**src/rtl/int_ctrl.sv**
```systemverilog
// Interrupt controller: latches rising-edge requests, picks the lowest-index eligible
// source and holds the control unit in a one-shot SYSCALL/FNSH handshake.
//
// state      | meaning
// -----------+------------------------------------------------------------
// ST_IDLE    | no interrupt in flight; issue on any eligible pending source
// ST_ISSUE   | single cycle, s_interruption high, vector presented
// ST_SERVICE | handler running; waits for s_finish_interr (FNSH)
module int_ctrl #(
  parameter int         NIRQ       = 4,
  parameter logic [9:0] VEC_BASE   = 10'h3C0,
  parameter logic [9:0] VEC_STRIDE = 10'h010
) (
  input  logic            clk,
  input  logic            reset,
  input  logic [NIRQ-1:0] irq,
  input  logic            cfg_we,
  input  logic [NIRQ:0]   cfg_data,
  input  logic            s_finish_interr,
  output logic            s_interruption,
  output logic [9:0]      vec_addr,
  output logic [2:0]      irq_id,
  output logic            irq_active,
  output logic [NIRQ-1:0] pending
);

  typedef enum logic [1:0] {
    ST_IDLE    = 2'd0,
    ST_ISSUE   = 2'd1,
    ST_SERVICE = 2'd2
  } state_t;

  state_t          state, state_nxt;
  logic [NIRQ-1:0] irq_q;
  logic [NIRQ-1:0] rise;
  logic [NIRQ-1:0] mask;
  logic            gen;
  logic [NIRQ-1:0] eligible;
  logic [NIRQ-1:0] take;
  logic [NIRQ-1:0] clr;
  logic            any_elig;
  logic            issue_go;
  logic [2:0]      win_id;
  logic [9:0]      id_ext;

  assign rise     = irq & ~irq_q;
  assign eligible = pending & mask & {NIRQ{gen}};
  assign any_elig = |eligible;
  // isolate the lowest set bit: index 0 has the highest priority
  assign take     = eligible & (~eligible + 1'b1);
  assign clr      = take & {NIRQ{issue_go}};

  always_comb begin
    win_id = '0;
    for (int i = NIRQ - 1; i >= 0; i--) begin
      if (eligible[i]) win_id = 3'(i);
    end
  end

  always_comb begin
    state_nxt = state;
    issue_go  = 1'b0;
    case (state)
      ST_IDLE: begin
        if (any_elig) begin
          state_nxt = ST_ISSUE;
          issue_go  = 1'b1;
        end
      end
      ST_ISSUE:   state_nxt = ST_SERVICE;
      ST_SERVICE: if (s_finish_interr) state_nxt = ST_IDLE;
      default:    state_nxt = ST_IDLE;
    endcase
  end

  always_ff @(posedge clk) begin
    if (reset) begin
      state   <= ST_IDLE;
      irq_q   <= '0;
      pending <= '0;
      irq_id  <= '0;
      gen     <= 1'b0;
      mask    <= '0;
    end else begin
      state   <= state_nxt;
      irq_q   <= irq;
      // a new edge on the source being cleared keeps it pending
      pending <= (pending & ~clr) | rise;
      if (issue_go) irq_id <= win_id;
      if (cfg_we) {gen, mask} <= cfg_data;
    end
  end

  assign s_interruption = (state == ST_ISSUE);
  assign irq_active     = (state != ST_IDLE);
  assign id_ext         = {7'b0, irq_id};
  assign vec_addr       = VEC_BASE + id_ext * VEC_STRIDE;

endmodule
```
**config.mk**
```make
export PLATFORM = sky130hd
export DESIGN_NAME = int_ctrl
export DESIGN_NICKNAME = d
export VERILOG_FILES = /design/src/rtl/int_ctrl.sv
export SDC_FILE = /design/constraint.sdc
export NUM_CORES = 1
export LEC_CHECK = 0
export ABC_AREA = 1
export CAP_MARGIN = 20
export CORE_ASPECT_RATIO = 0.8
export CORE_MARGIN = 4
export CORE_UTILIZATION = 46
export CTS_BUF_LIST = sky130_fd_sc_hd__clkbuf_8
export DETAILED_ROUTE_END_ITERATION = 8
export GPL_TIMING_DRIVEN = 1
export PLACE_DENSITY = 0.85
export SLEW_MARGIN = 20
export SYNTH_ARGS = -nofsm -noshare
export SYNTH_HDL_FRONTEND = slang
export SYNTH_SLANG_ARGS = --single-unit
```
**constraint.sdc**
```tcl
create_clock -name clk -period 1.9 [get_ports clk]
set_input_delay 0.57 -clock clk [delete_from_list [all_inputs] [get_ports clk]]
set_output_delay 0.57 -clock clk [all_outputs]
set_load 0.05 [all_outputs]
```
==> flow_summary.rst <==
.. list-table::
   :header-rows: 1

   * - Metric
     - Value
   * - Result of the run
     - complete, no violations
   * - Via total after detailed routing
     - 657
   * - Cell types occupying the most area after synthesis
     - sky130_fd_sc_hd__dfxtp_1 44%, sky130_fd_sc_hd__buf_4 11%, sky130_fd_sc_hd__nand2_1 8.2%
   * - Root cell of the clock tree
     - sky130_fd_sc_hd__clkbuf_8
   * - Worst voltage drop across the vdd grid
     - a little over 0.7 mV
   * - Violation count after the first detailed-route iteration
     - 13
   * - Class of the tightest hold or removal check
     - reg2reg
   * - Global placement routability congestion
     - 0.757
   * - Distinct cells, synth
     - 20
   * - Total Nets Final
     - 140
   * - Area Overhead vs Synth
     - 29.8%
   * - Sequential area share after synthesis
     - 43.9%
   * - Cell Pwr Density
     - 837 nW/um^2
   * - Width of the die
     - 53.9 microns
   * - Number of DRC violations after detailed routing
     - 0
   * - Synthesis-stage register bit count
     - 17
   * - Critical path peak fanout
     - 3
   * - Pre-Repair DR Iteration Count
     - 4
   * - Buffers added on ports
     - 22
   * - Wire length of the first global-routing pass
     - ~2200 microns
   * - Initial core utilization
     - a little over half
   * - Maximum level of the CTS H-tree
     - 1
   * - Portion of synthesized cell area occupied by the leading cell type
     - 43.9%
   * - Yosys Warn Count
     - 0
   * - Data arrival at the endpoint of the critical path
     - roughly 1.0 ns
   * - CTS resizes
     - 0
   * - Maximum number of buffers from clock root to sink
     - 2
   * - Worst Path Required
     - 1.33 ns
   * - Type of element capturing the critical path
     - output port
   * - Setup CP Type
     - reg2out
   * - Number of rows in the core area
     - 12
   * - Fin. max-slew vios
     - 0
   * - # Post-CTS Setup Buffers
     - 0
   * - Number of hold-slack violations in the final timing report
     - 0
   * - Clock Pin Slew Worst Setup and Hold Paths
     - about 0.07 ns
   * - Final worst path period share
     - between 80% and 90%
   * - Maximum clock frequency
     - around 0.62 GHz
   * - Final Util
     - 67.8%
   * - Antenna violations before repair
     - 0
   * - Post-synthesis instance area
     - slightly below 800 sq um
   * - Number of clock sinks
     - 17
   * - Vias in the first global route
     - 540
   * - Avg Synthesized Cell Area
     - 7.39 sq um
   * - Total clock buffers created by CTS
     - 3
   * - Unrepaired setup endpoints after global routing
     - no
   * - Core Area
     - 1490 sq um
   * - Proportion of layout cells with a drive suffix above 1
     - 18.3%
   * - Total Die Area
     - 2410 sq um
   * - Routed WL
     - around 1400 microns
   * - Number of buffers added to fix hold violations after cts
     - 0
   * - Largest net degree at the start of global routing
     - 12
   * - DRT antenna net count
     - 0
   * - Top-level port count
     - 32
   * - DPL Wire Length
     - about 1100 microns
   * - Max-cap check violation count
     - 0
   * - Antenna diode count
     - 0
   * - Routed len/inst
     - 9.82 microns
   * - Congestion Overflow GR
     - 0
   * - Total of fill cells in the finished design
     - 132
   * - Detail-routed via count per cell
     - between 4 and 5
   * - Static Leak
     - 0.489 nW
   * - Library cell occupying the most area in the post-synthesis netlist
     - sky130_fd_sc_hd__dfxtp_1
   * - Die outline height
     - 44.7 microns
   * - Total GRT Usage
     - between 10% and 20%
   * - Worst setup SP type
     - flop
   * - Most used cells in the layout excluding fill and tap cells
     - 17 x sky130_fd_sc_hd__nor2_1, 17 x sky130_fd_sc_hd__nand2_1, 17 x sky130_fd_sc_hd__dfxtp_1
   * - Minimum clock period after layout
     - 1.61 ns
   * - Skew final
     - 0.00648 ns
   * - Source-to-sink clock delay at the later pin of the worst-skew pair
     - 0.25 ns
   * - Post-Route Setup TNS
     - 0 ns
   * - Gate count of the mapped netlist
     - 105
   * - CTS tree
     - yes
   * - Number of setup violations in the final report
     - 0
[where the power goes]
| group | total [mW] | internal, mW | leakage (nW) | switching (mW) |
|---|---|---|---|---|
| registers | 0.396 | 0.379 | 0.141 | 0.0168 |
| clock network | 0.266 | 0.146 | 0.0255 | 0.121 |
| logic | 0.181 | 0.0586 | 0.323 | 0.122 |
[per-layer routing]
metal  routed length, microns  global-route usage, %  up-vias  share of wire, %
met2                      656                   20.0       27                45
met3                      170                   6.93        2                12
met1                      607                   15.1      282                42
met5                        0                      0        -                 0
li1                         -                      -      346                 -
met4                       10                   3.57        0              0.69
[worst max-delay path: stages (launching register included)]
cell,delay [ns]
sky130_fd_sc_hd__dfxtp_1,0.39
sky130_fd_sc_hd__inv_1,0.05
sky130_fd_sc_hd__nor2_1,0.17
sky130_fd_sc_hd__buf_12,0.16
[state kept, by name (all words and copies together), names as in the netlist]
signal   flops
mask         4
gen          1
pending      4
irq_id       2
state        2
irq_q        4
[cell usage after synthesis, drive strengths merged]
library cell / instances
a21oi: 4
buf: 12
clkinv: 1
conb: 2
dfxtp: 17
inv: 13
nand2: 21
nand3: 8
nor2: 18
nor3: 1
o21ai: 7
o22ai: 1
[cell type report]
class                      instances  area [sq um]  share of cell area (%)
sequential                        17           340                    33.8
multi-input combinational         69           322                    31.9
clock inverter                     1          5.00                   0.497
timing repair buffer              22           220                    21.9
tap                               21          26.3                    2.61
inverter                          14          52.6                    5.22
clock buffer                       3          41.3                    4.10
[path summary, 6_finish.rpt]
path | start | to | slack [ns] | depth (start not counted)
max | state[0] | s_interruption | 0.29 | 3
max reg2reg | gen | pending[3] | 0.76 | 7
min | irq_q[2] | pending[2] | 0.43 | 1
min reg2reg | irq_q[2] | pending[2] | 0.43 | 1
[cells by family (layout without fill, tap and decap cells)]
kind of cell | after synthesis | in the layout | synth area share (%)
AND/OR/NAND/NOR | 48 | 48 | 28.2
other | 2 | 9 | 0.968
buffers and inverters | 26 | 40 | 18.1
flip-flops | 17 | 17 | 43.9
AO/OA/AOI/OAI | 12 | 12 | 8.87
[per-stage QoR]
| stage | instances | setup slack (ns) | hold slack [ns] | cell area, sq um | power, mW |
|---|---|---|---|---|---|
| global placement | 143 | 0.294 | 0.421 | 961 | 0.581 |
| finish | 147 | 0.293 | 0.433 | 1010 | 0.843 |
| CTS | 147 | 0.280 | 0.438 | 1010 | 0.851 |
| detailed placement | 143 | 0.263 | 0.429 | 961 | 0.584 |
| global route | 147 | 0.219 | 0.465 | 1010 | 0.885 |
| floorplan | 112 | 0.271 | 0.408 | 802 | 0.538 |
Power figures use the tool's default switching activity.
